## src/rtl/rns_mod_fold_seq.sv

```systemverilog
// Iterative N mod MOD: folds PERIOD-bit groups (2^PERIOD == 1 mod MOD), re-folds, then conditionally subtracts.
// Optional macro RNS_FOLD_OPCNT_EN adds an op_count port counting completed output handshakes.
module rns_mod_fold_seq #(
  parameter  int N_SIZE = 16,
  parameter  int MOD    = 21,
  parameter  int PERIOD = 6,
  localparam int NUM_G  = (N_SIZE + PERIOD - 1) / PERIOD,
  localparam int ACC_W  = PERIOD + $clog2(NUM_G),
  localparam int RES_W  = $clog2(MOD)
) (
  input  logic              clk,
  input  logic              rst,
  input  logic              in_valid,
  output logic              in_ready,
  input  logic [N_SIZE-1:0] in_data,
  output logic              out_valid,
  input  logic              out_ready,
  output logic [RES_W-1:0]  out_res,
  output logic [2:0]        dbg_state
`ifdef RNS_FOLD_OPCNT_EN
  ,
  output logic [15:0]       op_count
`endif
);

  // Handshakes: a transfer happens on a rising edge where valid and ready are both high.
  // in_ready is high only in IDLE; out_valid is high only in DONE and holds until out_ready.
  localparam int GRP_W = (NUM_G > 1) ? $clog2(NUM_G) : 1;
  localparam int PAD_W = NUM_G * PERIOD;

  typedef enum logic [2:0] {
    S_IDLE   = 3'd0,
    S_FOLD   = 3'd1,
    S_REFOLD = 3'd2,
    S_CORR   = 3'd3,
    S_DONE   = 3'd4
  } state_t;

  state_t             state_q, state_d;
  logic [ACC_W-1:0]   acc_q, acc_d;
  logic [GRP_W-1:0]   grp_q, grp_d;
  logic [PAD_W-1:0]   opnd_q, opnd_d;
  logic [RES_W-1:0]   res_q, res_d;
  logic [PERIOD-1:0]  grp_bits;

  // Operand is stored zero-padded so the top group reads zeros above N_SIZE.
  always_comb begin
    grp_bits = '0;
    for (int g = 0; g < NUM_G; g++) begin
      if (grp_q == GRP_W'(g)) grp_bits = opnd_q[g*PERIOD +: PERIOD];
    end
  end

  always_comb begin
    state_d = state_q;
    acc_d   = acc_q;
    grp_d   = grp_q;
    opnd_d  = opnd_q;
    res_d   = res_q;
    case (state_q)
      S_IDLE: begin
        if (in_valid) begin
          opnd_d  = PAD_W'(in_data);
          acc_d   = '0;
          grp_d   = '0;
          state_d = S_FOLD;
        end
      end
      S_FOLD: begin
        acc_d = acc_q + ACC_W'(grp_bits);
        grp_d = grp_q + 1'b1;
        if (grp_q == GRP_W'(NUM_G - 1)) state_d = S_REFOLD;
      end
      S_REFOLD: begin
        if (acc_q >= ACC_W'(1 << PERIOD)) begin
          acc_d = ACC_W'(acc_q[PERIOD-1:0]) + (acc_q >> PERIOD);
        end else begin
          state_d = S_CORR;
        end
      end
      S_CORR: begin
        if (acc_q >= ACC_W'(MOD)) begin
          acc_d = acc_q - ACC_W'(MOD);
        end else begin
          res_d   = acc_q[RES_W-1:0];
          state_d = S_DONE;
        end
      end
      S_DONE: begin
        if (out_ready) state_d = S_IDLE;
      end
      default: state_d = S_IDLE;
    endcase
  end

  always_ff @(posedge clk or posedge rst) begin
    if (rst) begin
      state_q <= S_IDLE;
      acc_q   <= '0;
      grp_q   <= '0;
      opnd_q  <= '0;
      res_q   <= '0;
    end else begin
      state_q <= state_d;
      acc_q   <= acc_d;
      grp_q   <= grp_d;
      opnd_q  <= opnd_d;
      res_q   <= res_d;
    end
  end

  assign in_ready  = (state_q == S_IDLE);
  assign out_valid = (state_q == S_DONE);
  assign out_res   = res_q;
  assign dbg_state = state_q;

`ifdef RNS_FOLD_OPCNT_EN
  logic [15:0] op_count_q;
  always_ff @(posedge clk or posedge rst) begin
    if (rst) op_count_q <= '0;
    else if (out_valid && out_ready) op_count_q <= op_count_q + 16'd1;
  end
  assign op_count = op_count_q;
`endif

endmodule

```

## config.mk

```make
export PLATFORM = sky130hd
export DESIGN_NAME = rns_mod_fold_seq
export DESIGN_NICKNAME = d
export VERILOG_FILES = /design/src/rtl/rns_mod_fold_seq.sv
export SDC_FILE = /design/constraint.sdc
export NUM_CORES = 1
export LEC_CHECK = 0
export CAP_MARGIN = 20
export CORE_UTILIZATION = 45
export DETAILED_ROUTE_END_ITERATION = 8
export PLACE_DENSITY = 0.67
export SYNTH_ARGS = -nofsm -noshare
export SYNTH_HDL_FRONTEND = slang
export SYNTH_SLANG_ARGS = --single-unit
export TNS_END_PERCENT = 10
```

## constraint.sdc

```tcl
create_clock -name clk -period 5.7 [get_ports clk]
set_input_delay 0.855 -clock clk [delete_from_list [all_inputs] [get_ports clk]]
set_output_delay 0.855 -clock clk [all_outputs]
set_load 0.01 [all_outputs]
```

==> impl_metrics.json <==
{
  "synth_most_common_cell": "dfrtp_1",
  "gp_congestion": 0.855,
  "crit_family": "compound AO/OA/AOI/OAI gates",
  "clock_skew_ns": 0.00710,
  "die-width_um": 72.9,
  "cts.htree.levels": 2,
  "ant_nets": 0,
  "crit_path_max_incr_delay_ns": 0.39,
  "tns_ns": 0,
  "pin_count": 30,
  "synth_cell_type_count": 48,
  "first_global_vias": 1816,
  "synth_top_cell_area_share_pct": 37.6,
  "clock-sinks": 34,
  "clock_latency_ns": 0.29,
  "synth.area.top_cells": "dfrtp_1 38%, mux2_2 10%, ha_1 7.7%",
  "synthCells": 233,
  "wl_um": 5050,
  "synth-seq-cells": 34,
  "dp_hpwl_um": 3650,
  "final_nets": 292,
  "rr_worst_depth": 13,
  "slew_viol_final": 0,
  "clock_path_buffers": 2,
  "critPathLaunchType": "flop",
  "antenna_found_initial": 0,
  "pwr-share-seq_pct": 33.4,
  "cts_made_buffers": 5,
  "whs_ns": 0.485,
  "finalCriticalPeriod_ns": 2.94,
  "cts_hold_buf": 0,
  "path_max_fanout": 8,
  "core.rowCount": 25,
  "power.density_nw_per_um2": 548,
  "worst_pin_slew_ns": 0.787,
  "dr.pass1.iters": 4,
  "reg2reg_slack_ns": 2.76,
  "die_h_um": 72.9,
  "fin_ws_ns": 2.76,
  "vias": 1788,
  "coreArea_um2": 4790,
  "setup_viol": 0,
  "viasPerCell": 5.52,
  "crit_chain": "inv_1, ha_1, nor2b_1, a22oi_1, o21ai_0, ha_1, inv_1, fa_1, nor2b_1, o31a_1, o22ai_1, a22o_1, a211o_1",
  "synth-edff-count": 0,
  "dp_slack_ns": 2.84,
  "syn-cell-area_um2": 2260,
  "cts_resized": 0,
  "wl_per_cell_um": 15.6,
  "hp-class": "reg2reg",
  "peakVddDrop_mv": 0.229,
  "rr_startpoint": "grp_q[1]",
  "avgSynthCellArea_um2": 9.71,
  "io_buffer_count": 29,
  "grt_usage_pct": 21.8,
  "area_growth_pct": 16.9,
  "drtIter0Drc": 98,
  "endpoint_kind": "flop",
  "final_area_um2": 2650,
  "fin_crit_sh_pct": 51.6,
  "slowest_stage": "fa_1",
  "hold_start": "out_res[1]",
  "status": "finished clean",
  "switchingPower_uw": 630,
  "die_area_um2": 5310,
  "comb_power_share_pct": 54.2,
  "max_cap_violations": 0,
  "synth_top_cell_by_area": "dfrtp_1",
  "critPathBufInv": 2,
  "grt_max_degree": 35,
  "ys_top_cells_by_count": "34 x dfrtp_1, 23 x o21ai_0, 20 x mux2_2",
  "gr-total-overflow": 0,
  "synthArstFlopShare_pct": 100,
  "cts_tree": "done",
  "switching_share_pct": 43.5,
  "layout-drive-gt1-share_pct": 14.4,
  "critPathKind": "reg2reg",
  "rsz0062_at_grt": "false",
  "r2r_end": "acc_q[6]",
  "antenna_cells": 0,
  "clk_pin_slew_ns": 0.07,
  "place_area_um2": 2560,
  "finalHoldViolCount": 0,
  "timing.fmax_mhz": 340,
  "synth_nets": 269,
  "hold_path_depth": 2,
  "post_cts_buffers": 0,
  "yosys_warnings": 0,
  "synth-seq-area-share_pct": 37.6,
  "slew_headroom_pct": 47.5,
  "synthFlopType": "dfrtp_1",
  "initial_core_util_pct": 47.3,
  "critPathArrivalTime_ns": 3.12,
  "intPower_uw": 819,
  "clock_power_share_pct": 12.4,
  "drcViolationCount": 0,
  "required_ns": 5.88,
  "worstHoldEndpoint": "out_res[1]",
  "leakage_uw": 0.00112,
  "grt_first_pass_wirelength_um": 8660,
  "root_buffer": "clkbuf_8",
  "critPathLaunch": "grp_q[1]"
}
## per-stage QoR
step                total power (uW)  cells  util, %
finish                          1450    324     55.3
detailed placement              1270    316     53.5
global route                    1580    324     55.3
global placement                1260    316     53.5
floorplan                       1070    233        -
CTS                             1460    324     55.3
## power groups by stage
stage | logic, uW | registers (uW) | clock network (uW)
after global routing | 882 | 503 | 194
final | 786 | 484 | 179
after floorplan | 650 | 420 | 0
after CTS | 788 | 483 | 185
after detailed placement | 778 | 489 | 0
after global placement | 770 | 487 | 0
## layout make-up
cell class	instances	area, um2
clock inverter	2	13.8
clock buffer	6	72.6
timing repair buffer	30	298
multi-input combinational	172	1280
sequential	34	851
inverter	13	48.8
fill	434	2140
tap	67	83.8
## flip-flops by register name, indices dropped and copies added (netlist names)
name and flops:
acc_q 8, dbg_state 3, grp_q 2, opnd_q 16, out_res 5
## worst max-delay path by stage
stage / endpoint / slack (ns) / cells after the start
5_1_grt: acc_q[6] / 2.42 / 13
4_1_cts: acc_q[6] / 2.79 / 13
6_report: acc_q[6] / 2.76 / 13
2_1_floorplan: acc_q[6] / 3.00 / 13
3_5_place_dp: acc_q[6] / 2.84 / 13
3_3_place_gp: acc_q[6] / 2.93 / 12
## worst register-to-register path, stage by stage (launching register included)
cell and delay (ns):
dfrtp_1 0.36, inv_1 0.08, ha_1 0.28, nor2b_1 0.33, a22oi_1 0.11, o21ai_0 0.17, ha_1 0.21, inv_1 0.06
fa_1 0.39, nor2b_1 0.16, o31a_1 0.17, o22ai_1 0.10, a22o_1 0.18, a211o_1 0.22
## placed cells by master (no fill, tap or decap), types with 4 or more instances in the layout
cell	n
nand2_1	16
a22oi_1	6
ha_1	14
clkbuf_8	5
mux2_2	20
nor2_1	11
a22o_1	6
inv_1	12
nor2b_1	6
clkdlybuf4s50_1	29
o211ai_1	4
nor3_1	7
a21oi_1	10
dfrtp_1	34
o21ai_0	23
## metal layers
layer | GRT usage [%] | wire [um]
met1 | 29.4 | 2360
met2 | 35.6 | 2420
met3 | 4.01 | 183
met4 | 7.19 | 85
met5 | 0 | 0
## cells by family (layout without fill, tap and decap cells)
logic type                 count (synthesis)  in the layout  share of synthesized area, %
AOI/OAI and AO/OA                         72             72                          21.7
and+or+nand+nor                           57             57                          12.4
DFF                                       34             34                          37.6
buffers and inverters                     27             51                          5.92
muxes                                     23             23                          11.3
adders and majority gates                 16             16                          9.51
xor gates and xnor gates                   4              4                          1.55
(Power assumes the default switching activity.)
